**src/rtl/rv_pkg.sv**
```systemverilog
// Shared definitions for the RV32I fetch front end.
package rv_pkg;

    localparam int          XLEN_DEF         = 32;
    localparam logic [31:0] RESET_VECTOR_DEF = 32'h0100_0000;
    localparam logic [31:0] TRAP_VECTOR_DEF  = 32'h0100_0100;

    // Fetch sequencer states: post-reset quiet window, then continuous fetch.
    typedef enum logic {
        HOLD  = 1'b0,
        FETCH = 1'b1
    } pc_state_e;

endpackage

```
**src/rtl/pc_next_sel.sv**
```systemverilog
// Next-PC priority mux: trap > misaligned redirect > redirect > sequential.
// Purely combinational; the caller registers next_pc when o_advance is set.
module pc_next_sel #(
    parameter int               XLEN        = 32,
    parameter logic [XLEN-1:0]  TRAP_VECTOR = 32'h0100_0100,
    parameter int               INSTR_BYTES = 4
) (
    input  logic            i_is_fetch,
    input  logic [XLEN-1:0] i_pc,
    input  logic            i_stall,
    input  logic            i_redirect_valid,
    input  logic [XLEN-1:0] i_redirect_target,
    input  logic            i_trap_req,
    input  logic            i_fetch_ack,
    output logic [XLEN-1:0] o_pc_next_seq,
    output logic [XLEN-1:0] o_next_pc,
    output logic            o_advance,
    output logic            o_take_trap,
    output logic            o_take_misalign
);

    // Low address bits that must be zero for an aligned instruction target.
    localparam logic [XLEN-1:0] ALIGN_MASK = XLEN'(INSTR_BYTES - 1);

    logic w_misaligned;

    // Sequential successor wraps naturally modulo 2^XLEN.
    assign o_pc_next_seq = i_pc + XLEN'(INSTR_BYTES);
    assign w_misaligned  = |(i_redirect_target & ALIGN_MASK);

    // Select the next PC and classify the advance; flushes override a stall.
    always_comb begin
        o_next_pc       = i_pc;
        o_advance       = 1'b0;
        o_take_trap     = 1'b0;
        o_take_misalign = 1'b0;
        if (i_is_fetch) begin
            if (i_trap_req) begin
                o_next_pc   = TRAP_VECTOR;
                o_advance   = 1'b1;
                o_take_trap = 1'b1;
            end else if (i_redirect_valid && w_misaligned) begin
                o_next_pc       = TRAP_VECTOR;
                o_advance       = 1'b1;
                o_take_misalign = 1'b1;
            end else if (i_redirect_valid) begin
                o_next_pc = i_redirect_target;
                o_advance = 1'b1;
            end else if (i_fetch_ack && !i_stall) begin
                o_next_pc = o_pc_next_seq;
                o_advance = 1'b1;
            end
        end
    end

endmodule

```
**src/rtl/pc_unit.sv**
```systemverilog
// Fetch program counter: post-reset hold window, imem request handshake,
// prioritised next-PC selection, exception PC capture and advance counter.
module pc_unit
    import rv_pkg::*;
#(
    parameter int               XLEN         = XLEN_DEF,
    parameter logic [XLEN-1:0]  RESET_VECTOR = XLEN'(RESET_VECTOR_DEF),
    parameter logic [XLEN-1:0]  TRAP_VECTOR  = XLEN'(TRAP_VECTOR_DEF),
    parameter int               INSTR_BYTES  = 4,
    parameter int               HOLD_CYCLES  = 2,
    parameter int               CNT_W        = 32
) (
    input  logic             clk,
    input  logic             rst,
    input  logic             stall,
    input  logic             redirect_valid,
    input  logic [XLEN-1:0]  redirect_target,
    input  logic             trap_req,
    input  logic             fetch_ack,
    output logic             fetch_req,
    output logic [XLEN-1:0]  fetch_addr,
    output logic [XLEN-1:0]  pc,
    output logic [XLEN-1:0]  pc_next_seq,
    output logic             pc_update,
    output logic             misalign_err,
    output logic [XLEN-1:0]  epc,
    output logic [CNT_W-1:0] fetch_cnt
);

    // Hold counter only needs to reach HOLD_CYCLES-1.
    localparam int HW = (HOLD_CYCLES > 1) ? $clog2(HOLD_CYCLES) : 1;

    pc_state_e        r_state;
    logic [HW-1:0]    r_hold_cnt;
    logic [XLEN-1:0]  r_pc;
    logic [XLEN-1:0]  r_epc;
    logic [CNT_W-1:0] r_fetch_cnt;
    logic             r_pc_update;
    logic             r_misalign;

    logic [XLEN-1:0]  w_next_pc;
    logic             w_advance;
    logic             w_take_trap;
    logic             w_take_misalign;
    logic             w_is_fetch;

    assign w_is_fetch = (r_state == FETCH);

    pc_next_sel #(
        .XLEN        (XLEN),
        .TRAP_VECTOR (TRAP_VECTOR),
        .INSTR_BYTES (INSTR_BYTES)
    ) u_next_sel (
        .i_is_fetch        (w_is_fetch),
        .i_pc              (r_pc),
        .i_stall           (stall),
        .i_redirect_valid  (redirect_valid),
        .i_redirect_target (redirect_target),
        .i_trap_req        (trap_req),
        .i_fetch_ack       (fetch_ack),
        .o_pc_next_seq     (pc_next_seq),
        .o_next_pc         (w_next_pc),
        .o_advance         (w_advance),
        .o_take_trap       (w_take_trap),
        .o_take_misalign   (w_take_misalign)
    );

    // Hold window sequencing after reset, then fetch indefinitely.
    always_ff @(posedge clk) begin
        if (!rst) begin
            r_state    <= HOLD;
            r_hold_cnt <= '0;
        end else if (r_state == HOLD) begin
            if (r_hold_cnt == HW'(HOLD_CYCLES - 1)) begin
                r_state <= FETCH;
            end else begin
                r_hold_cnt <= r_hold_cnt + HW'(1);
            end
        end
    end

    // PC, exception PC, advance counter and single-cycle status pulses.
    always_ff @(posedge clk) begin
        if (!rst) begin
            r_pc        <= RESET_VECTOR;
            r_epc       <= '0;
            r_fetch_cnt <= '0;
            r_pc_update <= 1'b0;
            r_misalign  <= 1'b0;
        end else begin
            r_pc_update <= w_advance;
            r_misalign  <= w_take_misalign;
            if (w_advance) begin
                r_pc        <= w_next_pc;
                r_fetch_cnt <= r_fetch_cnt + CNT_W'(1);
            end
            if (w_take_trap) begin
                r_epc <= r_pc;
            end else if (w_take_misalign) begin
                r_epc <= redirect_target;
            end
        end
    end

    assign fetch_req    = w_is_fetch;
    assign fetch_addr   = r_pc;
    assign pc           = r_pc;
    assign pc_update    = r_pc_update;
    assign misalign_err = r_misalign;
    assign epc          = r_epc;
    assign fetch_cnt    = r_fetch_cnt;

endmodule

```
**config.mk**
```make
export PLATFORM = sky130hd
export DESIGN_NAME = pc_unit
export DESIGN_NICKNAME = d
export VERILOG_FILES = /design/src/rtl/rv_pkg.sv /design/src/rtl/pc_next_sel.sv /design/src/rtl/pc_unit.sv
export SDC_FILE = /design/constraint.sdc
export NUM_CORES = 1
export LEC_CHECK = 0
export BUFFER_PORTS_ARGS = -buffer_cell sky130_fd_sc_hd__buf_2
export CORE_MARGIN = 5
export CORE_UTILIZATION = 56
export CTS_CLUSTER_DIAMETER = 50
export DETAILED_ROUTE_END_ITERATION = 8
export PLACE_DENSITY = 0.91
export SETUP_SLACK_MARGIN = 0.3
export SLEW_MARGIN = 20
export SYNTH_ARGS = -nofsm -noshare
export SYNTH_HDL_FRONTEND = slang
export SYNTH_HIERARCHICAL = 1
export SYNTH_SLANG_ARGS = --single-unit
```
**constraint.sdc**
```tcl
create_clock -name clk -period 8.84 [get_ports clk]
set_input_delay 1.768 -clock clk [delete_from_list [all_inputs] [get_ports clk]]
set_output_delay 1.768 -clock clk [all_outputs]
set_load 0.01 [all_outputs]
```
==> results.md <==
* Top cells by area, synth: dfxtp_1 33%, mux2i_1 12%, nor2_1 7.9%
* # nets final at about 950
* Layout area overhead at 15.10%
* First-pass GRT wire length at 28300 um
* Share of cells above drive strength 1 at 0.2604
* Clock skew at 0.01879 ns
* Pleak at around 3 nW
* Flop pwr share at 0.543
* Post-CTS sizing at 0
* Min cycle time layout at 4.495 ns
* Synth warn at 6
* Power share of the clock group at 0.343
* Die ar. at 13150 sq um
* Clk_lat worst skew at a little under 0.4 ns
* Area fraction of the dominant cell type after synthesis at 0.3261
* Routed Wire Length at 18130 um
* Routed vias at 6359
* Vias in the first global route at about 5700
* CTS hold repair buffers at 0
* Initial antenna violation count at 0
* Io pins at 201
* Fin crit share at 0.5084
* Worst-margin pin slew at 0.8960 ns
* Setup WS pre-CTS at 4.158 ns
* R2r startpoint: fetch_addr[2]
* N_diodes at 0
* Outcome: complete, no violations
* # Max-Cap Violations at 0
* Reg clk slew, reported paths at approximately 0.11 ns
* CTS tree: done
* Worst Hold Slack at 0.4619 ns
* Post-CTS Setup Inserts at 0
* Unrepaired setup endpoints after global routing: false
* Core box area at 10790 sq um
* Placed cells at 1038
* Gr ovfl total at 0
* GRT Total Usage at 0.2648
* Worst min-delay path category: register to register
* H-Tree Depth at 3
* Fmax at approximately 220 MHz
* Logic pwr share at 0.113
* Count of different cell masters after synthesis at 58
* EDFF count, synth at 0
* Port Buffer Count at 200
* Clock Tree Root: clkbuf_8
* Row count at 38
* Total CTS buffers at 9
* Avg Cell Area, Syn at 7.850 sq um
* Worst R2R Setup Slack at 6.07 ns
* Final std cells w/o fill at 1054
* Max Root-Sink Buffers at 2
* Area taken by multi-input logic gates at between 3000 and 4000 sq um
* Post-layout worst setup margin at ~4.3 ns
* Fin. Hold Viols at 0
* TritonRoute pass-1 iters at 5
* Largest net degree at the start of global routing at 73
* Sw Ratio at 0.2963
* Cell Area, Synth at 6138 sq um
* Peak supply drop at 0.0001035 V
* Int Pwr at roughly 0.6 mW
* Final Power at 0.8510 mW
* Final ANT Viol Nets at 0
* Max transition margin at 0.3972
* Min-delay src: r_hold_cnt
* Routed len/inst at 17.20 um
* TNS Setup at 0 ns
* CTS sink count at 100
* Vias per cell at 6.033
* Async set-reset flop share out of synthesis at 0
* Register bit total from synthesis at 100
* DRC violations left at 0
* DIE HEIGHT at ~110 um
* WS Path Type: register to output pin
* Synth cell count leaders: 129 x nor2_1, 100 x dfxtp_1, 71 x mux2i_1, 62 x a21oi_1, 52 x nand2_1
* Worst EP required at roughly 7.1 ns
* Placer Congestion at 0.9749
* Net Sw Power at 0.2521 mW
* Die X at 114.7 um
* Register area at between 2000 and 2500 sq um
* Top FF cell, synth: dfxtp_1
* Slew Viols, Final at 0
* Worst Hold Depth at 2
* Reg2reg path depth at 8
* Most frequent cell after synthesis: nor2_1
* Seq/Total Area, Yosys at 0.3261
* Initial Util at 0.5687
* Syn nets at 822
* Max FO, Critical Path at 8
* Crit path DAT at 2.73 ns
* CP Capture Type: output pin
* Setup crit start kind: register
* Initial DRC Count at 716
* Cell Pwr Density at 120.4 nW/um^2
* Dominant cell type by area after synthesis: dfxtp_1
* HPWL after detailed placement at 12920 um
* Synth Instances at between 700 and 800
* Layout fillers at 917
* Hold Path End: r_hold_cnt
* Setup violations, final at 0
* Reg2reg end: fetch_addr[24]
-- cell families after synthesis --
kind of cell    share of synthesized area
simple gates                       0.2521
compound gates                     0.1519
buf+inv                           0.09009
mux                                0.1158
fa+ha+maj                        0.004076
flops                              0.3261
xor+xnor                          0.05993
-- worst max-delay path, stage by stage, from the launching register on --
cell,delay (ns)
dfxtp_1,0.50
ha_1,0.39
nand2_1,0.20
nor4_1,0.73
nand2_1,0.22
xnor2_1,0.17
buf_2,0.14
-- per-layer routing --
metal / up-vias / GRT usage / routed length, um
met3: 45 / 0.06395 / 1789
met2: 366 / 0.4404 / 8650
met5: - / 0 / 0
met4: 0 / 0.09937 / 470
li1: 2992 / - / -
met1: 2956 / 0.3322 / 7215
-- layout by cell type, fill, tap and decap left out, drive strengths merged, types with 16 or more instances in the layout --
master	instances
xnor2	29
or4	16
o21ai	32
buf	205
a21oi	62
nor4	21
nand4	16
nand3	23
mux2i	71
dfxtp	100
nand2	52
inv	20
nor2	129
-- how the worst max path moves through the flow --
stage	end	slack, ns	startpoint
6_report	pc_next_seq[18]	4.35	fetch_addr[2]
5_1_grt	pc_next_seq[18]	4.20	fetch_addr[2]
4_1_cts	pc_next_seq[18]	4.40	fetch_addr[2]
3_5_place_dp	fetch_cnt[15]	4.16	redirect_valid
3_3_place_gp	fetch_cnt[15]	4.29	redirect_valid
2_1_floorplan	fetch_cnt[21]	4.80	redirect_valid
-- flip-flops by register name (all words and copies together) (netlist names) --
name / count
fetch_cnt: 32
fetch_addr: 32
fetch_req: 1
misalign_err: 1
r_hold_cnt: 1
pc_update: 1
epc: 32
-- through the flow --
step / area [sq um] / utilization
after floorplan: 6138 / -
final: 7066 / 0.6546
after CTS: 7064 / 0.6545
after global placement: 6872 / 0.6367
after global routing: 7066 / 0.6546
after detailed placement: 6872 / 0.6367
-- layout make-up --
class	instances	share of cell area
inverters	17	0.009031
multi-input cells	576	0.5086
repair buffers	205	0.1470
clock buffers	9	0.01753
clock inverters	7	0.009740
well taps	140	0.02479
flip-flops and latches	100	0.2833
-- power groups by stage --
stage	logic, mW	registers (mW)	clock network (mW)
floorplan	0.0590	0.474	0
global placement	0.0935	0.472	0
detailed placement	0.0944	0.473	0
CTS	0.0948	0.462	0.297
global route	0.104	0.463	0.315
finish	0.0962	0.462	0.292
No activity file was read; power rests on OpenSTA's default activity.
